`src/rtl/shared_resource_pkg.sv`:
```
// Shared definitions for the shared-resource arbiter: operation encodings
// and the supported parameter ranges.
package shared_resource_pkg;

    typedef enum logic [1:0] {
        OP_DBL  = 2'b00,
        OP_PASS = 2'b01,
        OP_SAT  = 2'b10,
        OP_RSVD = 2'b11
    } op_mode_e;

    localparam int NUM_CH_MIN = 2;
    localparam int NUM_CH_MAX = 8;
    localparam int DATA_W_MIN = 8;
    localparam int DATA_W_MAX = 64;
    localparam int LAT_MIN    = 1;
    localparam int LAT_MAX    = 4;

endpackage

```
`src/rtl/shared_resource_arb_rr_arbiter.sv`:
```
// Round-robin arbiter: one-hot grant among active requests, search starting
// at the rotating pointer, which moves past the winner on every grant.
module rr_arbiter
    import shared_resource_pkg::*;
#(
    parameter int N = 2
) (
    input  logic         clk,
    input  logic         reset,
    input  logic [N-1:0] req_i,
    output logic [N-1:0] grant_o
);

    localparam int PW = (N > 1) ? $clog2(N) : 1;

    logic [PW-1:0] ptr_q;
    logic [PW-1:0] ptr_d;
    logic          found;

    always_comb begin
        grant_o = '0;
        ptr_d   = ptr_q;
        found   = 1'b0;
        // Wrap-around search split in two passes: indices at/above the pointer, then below it.
        for (int unsigned i = 0; i < N; i++) begin
            if (!found && req_i[i] && (i >= 32'(ptr_q))) begin
                grant_o[i] = 1'b1;
                found      = 1'b1;
                ptr_d      = (i == N - 1) ? '0 : PW'(i + 1);
            end
        end
        for (int unsigned i = 0; i < N; i++) begin
            if (!found && req_i[i] && (i < 32'(ptr_q))) begin
                grant_o[i] = 1'b1;
                found      = 1'b1;
                ptr_d      = (i == N - 1) ? '0 : PW'(i + 1);
            end
        end
        if (reset) begin
            grant_o = '0;
            ptr_d   = '0;
        end
    end

    always_ff @(posedge clk) begin
        if (reset) begin
            ptr_q <= '0;
        end else begin
            ptr_q <= ptr_d;
        end
    end

endmodule

```
`src/rtl/shared_resource_arb.sv`:
```
// Multi-channel front end to a single operation unit: round-robin grant,
// result computed at grant time, carried through a fixed-latency pipeline.
module shared_resource_arb
    import shared_resource_pkg::*;
#(
    parameter int NUM_CH = 2,
    parameter int DATA_W = 32,
    parameter int LAT    = 2
) (
    input  logic                     clk,
    input  logic                     reset,
    input  logic [NUM_CH-1:0]        req_valid,
    output logic [NUM_CH-1:0]        req_ready,
    input  logic [NUM_CH*DATA_W-1:0] req_data,
    input  logic [1:0]               op_mode,
    output logic [NUM_CH-1:0]        resp_valid,
    output logic [DATA_W-1:0]        resp_data,
    output logic                     resp_ovf
);

    logic [NUM_CH-1:0] grant;
    logic [DATA_W-1:0] operand;
    logic [DATA_W-1:0] res_d;
    logic              ovf_d;

    logic [LAT-1:0][NUM_CH-1:0] tag_q;
    logic [LAT-1:0][DATA_W-1:0] data_q;
    logic [LAT-1:0]             ovf_q;

    rr_arbiter #(
        .N(NUM_CH)
    ) u_arb (
        .clk    (clk),
        .reset  (reset),
        .req_i  (req_valid),
        .grant_o(grant)
    );

    assign req_ready = grant;

    always_comb begin
        operand = '0;
        for (int unsigned i = 0; i < NUM_CH; i++) begin
            if (grant[i]) begin
                operand = req_data[i*DATA_W +: DATA_W];
            end
        end
    end

    always_comb begin
        res_d = operand;
        ovf_d = 1'b0;
        case (op_mode_e'(op_mode))
            OP_DBL: begin
                res_d = operand << 1;
                ovf_d = operand[DATA_W-1];
            end
            OP_SAT: begin
                res_d = operand[DATA_W-1] ? '1 : (operand << 1);
                ovf_d = operand[DATA_W-1];
            end
            OP_PASS, OP_RSVD: begin
                res_d = operand;
                ovf_d = 1'b0;
            end
            default: begin
                res_d = operand;
                ovf_d = 1'b0;
            end
        endcase
    end

    // Data and flag are zeroed on idle stages so the output bus rests at 0.
    always_ff @(posedge clk) begin
        if (reset) begin
            tag_q  <= '0;
            data_q <= '0;
            ovf_q  <= '0;
        end else begin
            tag_q[0]  <= grant;
            data_q[0] <= (|grant) ? res_d : '0;
            ovf_q[0]  <= (|grant) ? ovf_d : 1'b0;
            for (int unsigned s = 1; s < LAT; s++) begin
                tag_q[s]  <= tag_q[s-1];
                data_q[s] <= data_q[s-1];
                ovf_q[s]  <= ovf_q[s-1];
            end
        end
    end

    assign resp_valid = tag_q[LAT-1];
    assign resp_data  = (|tag_q[LAT-1]) ? data_q[LAT-1] : '0;
    assign resp_ovf   = (|tag_q[LAT-1]) ? ovf_q[LAT-1] : 1'b0;

endmodule

```
`config.mk`:
```
export PLATFORM = sky130hd
export DESIGN_NAME = shared_resource_arb
export DESIGN_NICKNAME = d
export VERILOG_FILES = /design/src/rtl/shared_resource_pkg.sv /design/src/rtl/shared_resource_arb_rr_arbiter.sv /design/src/rtl/shared_resource_arb.sv
export SDC_FILE = /design/constraint.sdc
export NUM_CORES = 1
export LEC_CHECK = 0
export CORE_ASPECT_RATIO = 1.75
export CORE_MARGIN = 2
export CORE_UTILIZATION = 25
export CTS_CLUSTER_SIZE = 40
export DETAILED_ROUTE_END_ITERATION = 12
export HOLD_SLACK_MARGIN = 0.03
export PLACE_DENSITY = 0.59
export SLEW_MARGIN = 10
export SYNTH_ARGS = -nofsm -noshare
export SYNTH_HDL_FRONTEND = slang
export SYNTH_SLANG_ARGS = --single-unit
```
`constraint.sdc`:
```
create_clock -name clk -period 1.87 [get_ports clk]
set_input_delay 0.187 -clock clk [delete_from_list [all_inputs] [get_ports clk]]
set_output_delay 0.187 -clock clk [all_outputs]
set_load 0.01 [all_outputs]
```
# After elaboration in Yosys (flattened, before gate mapping)
# Index checks and enable logic that the tools add are counted.
# totals
regBits	71
latch_bits	0
mem_bits_rw	0
mem_bits_ro	0
input_bits	70
out_inout_bits	37
elab_cells	41
mem_count	0
# op_classes
n_addsub	0
mul	0
n_div	0
magnitude_cmp	2
n_eq_ne	3
shifts	0
n_mux	15
n_bitwise	1
n_reduce_logical	13
# op_table
operator	count
2-to-1 mux 32 bit	4
one-hot mux 32 bit (3 select lines)	1
OR reduction 2 bit	5
2-to-1 mux 1 bit	8
equality test 2 bit, second input constant	2
logical AND 1 bit	4
nonzero test 3 bit	1
equality test 2 x 1 -> 1 bit, second input constant	1
logical NOT 1 bit	2
logical NOT 2 bit	1
2-to-1 mux 2 bit	1
one-hot mux 1 bit (2 select lines)	1
greater-or-equal comparator 1 bit, first input constant	1
less-than comparator 1 bit, first input constant	1
inverter 1 bit	1

# Depth between registers and ports, before layout
# Gate-level depths: netlist (run 1).
# logic_depth
ltp_word	15
depth_mapped	6
ltp_nobuf	4

# Modules after synthesis
# Synthesis (run 1) repeated with hierarchy kept, for this count alone.
# hier_totals
cells_unflattened	347
area_unflattened_um2	3279.4
# by_module_without_submodules
mod	n_inst	cells_per_inst	area_each_um2	seq_area_each_um2
shared_resource_arb	1	341	3218.1	1401.3
rr_arbiter	1	6	61.3	20.0

# Least setup slack after synthesis (run 1)
# Ideal clock, no wire load.
# synth_timing
kind	register -> register
startpoint	reg u_arb.ptr_q
endpoint	reg data_q[25] in the netlist's numbering
setup_ns	0.136
arrival_time_ns	1.255
required_ns	1.734
path_slack_ns	0.479
stages_incl_launch_ff	7
n_path_buf	2
synth_period_minus_slack_ns	1.391
path_cell_list	dfxtp_1 nand2b_1 and2_4 buf_6 buf_6 a221oi_1 a211oi_2
# synth_via
elab_chain_cells	15
word_cells_on_any_way	20
classes_between	order compare (2); mux (9); bitwise (1); reduce/logical (8)
# synth_rtl
element	line	source
start: declaration	shared_resource_arb_rr_arbiter.sv:16	logic [PW-1:0] ptr_q;
start signal: assignment	shared_resource_arb_rr_arbiter.sv:49	ptr_q <= ptr_d;
greater-or-equal comparator 1 bit	shared_resource_arb_rr_arbiter.sv:26	if (!found && req_i[i] && (i >= 32'(ptr_q))) begin
logical AND 1 bit	shared_resource_arb_rr_arbiter.sv:26	
2-to-1 mux 1 bit	shared_resource_arb_rr_arbiter.sv:26	
logical NOT 1 bit	shared_resource_arb_rr_arbiter.sv:26	
logical AND 1 bit	shared_resource_arb_rr_arbiter.sv:26	
2-to-1 mux 1 bit	shared_resource_arb_rr_arbiter.sv:26	
logical NOT 1 bit	shared_resource_arb_rr_arbiter.sv:33	if (!found && req_i[i] && (i < 32'(ptr_q))) begin
logical AND 1 bit (2 in series)	shared_resource_arb_rr_arbiter.sv:33	
2-to-1 mux 1 bit	shared_resource_arb_rr_arbiter.sv:33	
2-to-1 mux 2 bit (*)	shared_resource_arb_rr_arbiter.sv:39	if (reset) begin
2-to-1 mux 32 bit (2 in series)	shared_resource_arb.sv:44	if (grant[i]) begin
2-to-1 mux 32 bit	shared_resource_arb.sv:59	res_d = operand[DATA_W-1] ? '1 : (operand << 1);
one-hot mux 32 bit (3 select lines)	shared_resource_arb.sv:53	case (op_mode_e'(op_mode))
end signal: indexed assignment	shared_resource_arb.sv:85	data_q[s] <= data_q[s-1];
end: declaration	shared_resource_arb.sv:27	logic [LAT-1:0][DATA_W-1:0] data_q;
# Every way passes the cells marked *; elsewhere a longest branch is shown, timed or not.
# A chain may end at the register's enable or synchronous reset.

# Final worst setup path (run 1)
# layout_timing
startpoint	reg tag_q (netlist bit resp_valid[1])
endpoint	out resp_data[12]
# layout_via
elab_chain_cells	2
# layout_rtl
element	line	source
start: declaration	shared_resource_arb.sv:26	logic [LAT-1:0][NUM_CH-1:0] tag_q;
start signal: indexed assignment	shared_resource_arb.sv:84	tag_q[s] <= tag_q[s-1];
OR reduction 2 bit	shared_resource_arb.sv:92	assign resp_data = (|tag_q[LAT-1]) ? data_q[LAT-1] : '0;
2-to-1 mux 32 bit	shared_resource_arb.sv:92	
end: declaration	shared_resource_arb.sv:17	output logic [DATA_W-1:0] resp_data,
# No other way between the ends.

==> metrics, run 1 <==
status finished, final reports clean; Worst R2R End data_q[21]; Worst R2R Setup Slack 260 ps; Num CTS Buffers 9; WP data arrival 1620 ps; Max FO, Critical Path 6; Fillers 1208; delay-heaviest family, CP buffers and inverters; relative slew slack 0.532; drt drc 0; Crit path largest cell delay 590 ps; Synth area leaders dfxtp_1 46%, nor2b_1 15%, a221oi_1 13%; Die Width 87.8 um; clock skew 3.68 ps; Die Ht 151 um; RSZ-0062 raised after global routing false; core box area 12000 um2; Period minus WS final 1810 ps; final hold violation count 0; slowest stage cell, crit path clkdlybuf4s50_1; # setup viols final 0; CP endpoint resp_data[12]; total global-route track usage 0.131; P_leak 1.72 nW; Final WS setup 61.2 ps; cell depth of the worst flop-to-flop path 5; cell depth of the worst setup path 4; Via density 4.84; sequential fraction of the synthesis area 0.463; Nets 456; total routed wirelength 8500 um; Layout Cells excl Fill 556; Max Clk Rate 553 MHz; Post-Syn Area per Cell 10.7 um2; DRT antenna net count 0; clock sink count 71; crit-path cells nor2_4 -> buf_4 -> nor2b_1 -> clkdlybuf4s50_1; initial core utilization 0.256; Worst Path Required 1680 ps; # diodes 0; FF+latch count, synth 71; Die ar. 13200 um2; post-synth top area cell dfxtp_1; 1st-iter DRT viols 117; initial antenna violation count 0; Max-Cap Viols 0; VDD IR-drop max 0.495 mV; crit share post-route 0.967; Slew @ Worst Pin 702 ps; Post-DP HPWL 6140 um; share of cells above drive strength 1 0.169; Multi-input gate area 1460 um2; worst reg2reg path startpoint u_arb.ptr_q; Synth Instances 286; worst path bufs/invs 2; share of the synthesized area in the top cell type 0.463; Final Max Tran Viols 0; Max Buffers Root-to-Sink 2; RePlAce Congestion 0.812; register area 1420 um2; Crit. Startpoint resp_valid[1]; largest net degree at the start of global routing 69; YS warnings 0; P&R area growth vs syn 51.1%; placed cell count 537; most common cell after layout, fill and taps aside clkdlybuf4s50_1; pwr/cell area 861 nW/um2; Post-Synthesis Cell Area 3070 um2; Avg WL per Cell 15.3 um; CTS tree done; Startpoint Class register; Clock Tree Root clkbuf_16; worst slack at placement -122 ps; buffers added on ports 106; first-pass iteration count of the detailed router 4; Clk pin slew, worst setup/hold paths 50 ps; crit end category output port; number of buffers inserted by hold repair at cts 0; Via Count 2690; Net Count, Synth 356; row count 53; Worst-Skew Late Latency 330 ps; Worst Setup Path Type reg -> out; worst min-delay path class in -> reg; CTS H-Tree Depth 3; count of unique library cells instantiated by Yosys 25; vias in the first global route 2582; I/O pin count 107; most frequent cells in the layout 94 x clkdlybuf4s50_1, 72 x nor2b_1, 69 x dfxtp_1; GR Overflow Total 0; first-pass GRT wire length 13200 um
## synthesized netlist by cell type
master,number
a21boi_1,1
buf_6,7
a211oi_2,4
buf_1,2
nor3b_1,1
buf_4,5
o21bai_1,1
a211oi_1,26
a32o_2,1
a221oi_1,45
a21oi_1,2
nand2_2,1
nor2_1,1
or2b_1,1
a32oi_1,1
buf_2,8
inv_1,1
o21ai_0,1
and2_4,1
a221oi_2,16
clkbuf_1,15
nand2b_1,1
dfxtp_1,71
or2_2,1
nor2b_1,72
## timing repair
action                     in CTS  in global routing
gates cloned                    1                  0
resized for setup               9                  7
buffers inserted                2                  0
setup endpoints to repair      34                 12
pin swaps                       1                  1
## area by class of cell
cell class / count / share of cell area
tap: 165 / 0.0445
inverter: 1 / 0.000809
sequential: 71 / 0.307
multi-input combinational: 178 / 0.314
clock inverter: 4 / 0.0111
clock buffer: 12 / 0.0574
timing repair buffer: 125 / 0.266
## worst reg2reg max path: stages, from the launching register on
cell and delay [ps]:
dfxtp_1 400, nand2b_1 160, and2_4 160, buf_6 320, a221oi_1 170, a211oi_1 300
## per-layer routing
metal / vias to the layer above / wire [um] / track usage / share of wire
met2: 96 / 4370 / 0.213 / 0.51
met1: 1282 / 3270 / 0.148 / 0.38
met4: 0 / 449 / 0.0908 / 0.053
met3: 27 / 411 / 0.0329 / 0.048
met5: - / 0 / 0 / 0
li1: 1285 / - / - / -
## where the power goes
group / switching (W) / total, W / internal [W]
sequential: 0.0000248 / 0.00164 / 0.00162
clock: 0.000608 / 0.00175 / 0.00114
combinational: 0.000277 / 0.000605 / 0.000328
total: 0.000910 / 0.00399 / 0.00308
## state kept, by name, summed over array words and instances (netlist names)
register and cells:
resp_valid 2, data_q 64, u_arb.ptr_q 1, ovf_q 2
tag_q 2
## worst min path at each step
stage	from	endpoint	depth (start not counted)
finish	reset	u_arb.ptr_q	2
global route	reset	u_arb.ptr_q	2
CTS	reset	u_arb.ptr_q	2
detailed placement	data_q[25]	data_q[57]	1
global placement	data_q[5]	data_q[37]	1
floorplan	req_valid[1]	u_arb.ptr_q	2
## cells by family (layout without fill, tap and decap cells)
logic type	after synthesis	in the layout	share of synthesized area
compound gates	98	98	0.303
flops	71	71	0.463
simple gates	79	80	0.162
buf+inv	38	142	0.0729
## stage by stage
stage               hold WS [ps]  cell area, um2  setup TNS [ps]  power, W   util
floorplan                    362            3070               0   0.00199      -
global placement             419            4280           -1060   0.00226  0.356
detailed placement           423            4280           -1880   0.00227  0.356
CTS                          117            4620               0   0.00404  0.385
global route                 123            4640               0   0.00417  0.387
finish                       127            4640               0   0.00399  0.387
(Power assumes the default switching activity.)
==> run 2, diff against run 1 <==
--- a/config.mk
+++ b/config.mk
@@ -12,6 +12,7 @@
 export DETAILED_ROUTE_END_ITERATION = 12
 export HOLD_SLACK_MARGIN = 0.03
 export PLACE_DENSITY = 0.59
+export SKIP_LAST_GASP = 1
 export SLEW_MARGIN = 10
 export SYNTH_ARGS = -nofsm -noshare
 export SYNTH_HDL_FRONTEND = slang
==> metrics, run 2 (synthesis results as in run 1) <==
final hold violation count 0; Worst Path Required 1680 ps; CTS H-Tree Depth 3; first-pass iteration count of the detailed router 4; Worst-Skew Late Latency 330 ps; Max Clk Rate 553 MHz; Final Max Tran Viols 0; P_sw 0.000907 W; P_leak 1.76 nW; CTS tree done; I/O pin count 107; total negative slack 0 ps; total routed wirelength 8490 um; core box area 12000 um2; Gate power share 0.152; status finished, final reports clean; vias in the first global route 2582; Via Count 2677; # setup viols final 0; WP data arrival 1620 ps; Clk pin slew, worst setup/hold paths 50 ps; Net Sw Frac 0.227; Pint 0.00309 W; Max-Cap Viols 0; Slew @ Worst Pin 705 ps; Nets 456; 1st-iter DRT viols 117; Die Width 87.8 um; Period minus WS final 1810 ps; buffers added on ports 106; max FFs per register 64; Fillers 1205; pwr/cell area 858 nW/um2; crit end category output port; worst min-delay path class in -> reg; initial antenna violation count 0; clock sink count 71; Max FO, Critical Path 6; number of buffers inserted by hold repair at cts 0; Num CTS Buffers 9; RePlAce Congestion 0.812; Clock Tree Root clkbuf_16; Crit path largest cell delay 590 ps; total global-route track usage 0.131; clock skew 3.25 ps; DRT antenna net count 0; Via density 4.81; initial core utilization 0.256; Multi-input gate area 1460 um2; Avg WL per Cell 15.3 um; relative slew slack 0.530; Startpoint Class register; share of cells above drive strength 1 0.169; crit-path cells nor2_4 -> buf_4 -> nor2b_1 -> clkdlybuf4s50_1; VDD IR-drop max 0.494 mV; most common cell after layout, fill and taps aside clkdlybuf4s50_1; # diodes 0; drt drc 0; largest net degree at the start of global routing 69; register area 1420 um2; Flop pwr share 0.411; Max Buffers Root-to-Sink 2; Die Ht 151 um; row count 53; Die ar. 13200 um2; first-pass GRT wire length 13200 um; GR Overflow Total 0; P&R area growth vs syn 51.4%; most frequent cells in the layout 94 x clkdlybuf4s50_1, 72 x nor2b_1, 69 x dfxtp_1; clock power share 0.438; crit share post-route 0.967; Total Power 0.00399 W; Largest Register data_q; Post-DP HPWL 6140 um; slowest stage cell, crit path clkdlybuf4s50_1; Worst Setup Path Type reg -> out; RSZ-0062 raised after global routing false
## run 2: cell types whose count changed in the layout (fill, tap and decap cells not counted)
cell / previous run / this run
dlygate4sd2_1: 5 / 2
dlymetal6s2s_1: 5 / 8
## run 2: path summary, 6_finish.rpt
path                 start            end  slack (ps)  depth (start not counted)
max          resp_valid[1]  resp_data[12]          60                          4
min                  reset    u_arb.ptr_q         130                          2
max reg2reg    u_arb.ptr_q     data_q[21]         250                          5
min reg2reg      data_q[6]     data_q[38]         430                          1
## run 2: per-stage QoR
step            util  area (um2)  worst slack, ps  instances  hold slack (ps)
3_5_place_dp   0.356        4280             -122        537              423
6_report       0.388        4650             61.6        556              127
2_1_floorplan      -        3070              479        286              362
5_1_grt        0.388        4650            0.128        556              123
4_1_cts        0.385        4620            -8.13        556              117
3_3_place_gp   0.356        4280            -77.0        537              419
## run 2: timing repair
item,4_1_cts,5_1_grt
gates cloned,1,0
endpoints found under the setup margin,34,15
gates resized for setup,6,10
buffers inserted,2,0
pin swaps,1,1
## run 2: cell type report
type,instances,area share
multi-input combinational,178,0.313
sequential,71,0.306
clock inverter,4,0.0110
clock buffer,12,0.0573
timing repair buffer,125,0.267
inverter,1,0.000807
tap,165,0.0444
## run 2: routing by layer
layer	vias to the layer above	track usage	wire [um]
met5	-	0	0
met4	0	0.0908	444
met3	25	0.0329	404
met2	87	0.213	4360
met1	1280	0.148	3280
li1	1285	-	-
## run 2: critical path: cells and delay by family (launching register included)
family                 cells  cell delay [ps]
buffers and inverters      2              730
flip-flops                 1              390
AND/OR/NAND/NOR            2              170
## run 2: power by group through the flow
stage / Clock, W / Sequential [W] / Combinational, W
finish: 0.00175 / 0.00164 / 0.000605
floorplan: 0 / 0.00166 / 0.000333
detailed placement: 0 / 0.00167 / 0.000601
global route: 0.00186 / 0.00165 / 0.000658
global placement: 0 / 0.00167 / 0.000594
CTS: 0.00179 / 0.00164 / 0.000608
==> run 3, diff against run 2 <==
--- a/config.mk
+++ b/config.mk
@@ -5,13 +5,14 @@
 export SDC_FILE = /design/constraint.sdc
 export NUM_CORES = 1
 export LEC_CHECK = 0
+export ABC_CLOCK_PERIOD_IN_PS = 1870
 export CORE_ASPECT_RATIO = 1.75
 export CORE_MARGIN = 2
-export CORE_UTILIZATION = 25
+export CORE_UTILIZATION = 45
 export CTS_CLUSTER_SIZE = 40
 export DETAILED_ROUTE_END_ITERATION = 12
 export HOLD_SLACK_MARGIN = 0.03
-export PLACE_DENSITY = 0.59
+export PLACE_DENSITY = 0.9
 export SKIP_LAST_GASP = 1
 export SLEW_MARGIN = 10
 export SYNTH_ARGS = -nofsm -noshare
==> metrics, run 3 (synthesis results as in run 1) <==
core box area 6590 um2; Max Clk Rate 546 MHz; Slew @ Worst Pin 473 ps; Total Power 0.00408 W; Die Ht 113 um; crit-path cells nor2_4 -> buf_12 -> nor2b_1 -> clkdlybuf4s50_1; RePlAce Congestion 0.774; CTS H-Tree Depth 3; Avg WL per Cell 16.9 um; Largest Register data_q; 1st-iter DRT viols 148; Via Count 2722; Util after Layout 0.688; Startpoint Class register; Die Width 66.5 um; row count 39; number of buffers inserted by hold repair at cts 0; first-pass iteration count of the detailed router 5; crit end category output port; Worst Path Required 1680 ps; total routed wirelength 7890 um; Final WS setup 39.7 ps; # diodes 0; clock sink count 71; initial antenna violation count 0; Via density 5.82; register area 1420 um2; share of cells above drive strength 1 0.155; buffers added on ports 106; Worst Setup Path Type reg -> out; slowest stage cell, crit path clkdlybuf4s50_1; I/O pin count 107; GR Overflow Total 0; VDD IR-drop max 0.509 mV; max FFs per register 64; Num CTS Buffers 9; initial core utilization 0.466; # setup viols final 0; final hold violation count 0; Clk pin slew, worst setup/hold paths 50 ps; WP data arrival 1640 ps; Final Max Tran Viols 0; worst path bufs/invs 2; worst min-delay path class in -> reg; DRT antenna net count 0; total global-route track usage 0.218; P&R area growth vs syn 47.6%; drt drc 0; Crit path largest cell delay 580 ps; worst slack at placement -230 ps; RSZ-0062 raised after global routing true; Worst-Skew Late Latency 330 ps; Multi-input gate area 1460 um2; crit share post-route 0.979; CTS tree done; Max FO, Critical Path 13; clock skew 3.89 ps; vias in the first global route 2508; Die ar. 7530 um2; Post-DP HPWL 5210 um; most frequent cells in the layout 103 x clkdlybuf4s50_1, 71 x nor2b_1, 69 x dfxtp_1; first-pass GRT wire length 12500 um; status finished, final reports clean; P_leak 1.60 nW; Max-Cap Viols 0; Max Buffers Root-to-Sink 2; Period minus WS final 1830 ps; most common cell after layout, fill and taps aside clkdlybuf4s50_1; pwr/cell area 900 nW/um2; relative slew slack 0.685; delay-heaviest family, CP buffers and inverters; largest net degree at the start of global routing 64; Fillers 475; Clock Tree Root clkbuf_16; Nets 451
[run 3: cell types whose count changed in the layout (fill, tap and decap cells not counted), sizes merged]
cell           before  now
clkbuf             12   11
clkdlybuf4s50      94  103
clkinv              1    2
bufinv              1    2
dlymetal6s2s        8    0
buf                21   15
inv                 2    1
[run 3: what timing repair did]
action,4_1_cts,5_1_grt
pin swaps,1,1
buffers inserted,2,1
cloned,1,0
setup endpoints to repair,35,26
resized for setup,5,2
[run 3: layer usage]
metal / vias to the layer above / track usage / share of wire / wire length (um)
li1: 1279 / - / - / -
met1: 1275 / 0.248 / 0.37 / 2910
met2: 139 / 0.369 / 0.53 / 4190
met3: 29 / 0.0517 / 0.051 / 400
met4: 0 / 0.113 / 0.050 / 393
met5: - / 0 / 0 / 0
[run 3: final timing paths]
path / end / slack (ps) / from / cells after the start
worst max-delay path: resp_data[12] / 40 / resp_valid[0] / 4
worst min register to register: data_q[60] / 430 / data_q[28] / 1
worst max register to register: data_q[12] / 200 / u_arb.ptr_q / 5
worst min-delay path: data_q[25] / 220 / reset / 2
[run 3: metrics by stage]
| step | TNS [ps] | hold slack (ps) | cells | area, um2 |
|---|---|---|---|---|
| floorplan | 0 | 362 | 286 | 3070 |
| global placement | -3400 | 417 | 448 | 4140 |
| global route | -26.3 | 248 | 468 | 4530 |
| detailed placement | -6280 | 423 | 448 | 4140 |
| finish | 0 | 225 | 468 | 4530 |
| CTS | -11.1 | 202 | 467 | 4510 |
[run 3: report_power, final]
part | leakage [nW] | internal, W | switching (W)
combinational | 0.860 | 0.000332 | 0.000280
sequential | 0.587 | 0.00162 | 0.0000270
clock | 0.156 | 0.00120 | 0.000622
total | 1.60 | 0.00315 | 0.000930
[run 3: area by class of cell]
type	count	share of cell area
inverter	1	0.000828
clock inverter	5	0.0179
multi-input combinational	178	0.322
tap	82	0.0226
clock buffer	11	0.0535
timing repair buffer	120	0.269
sequential	71	0.314
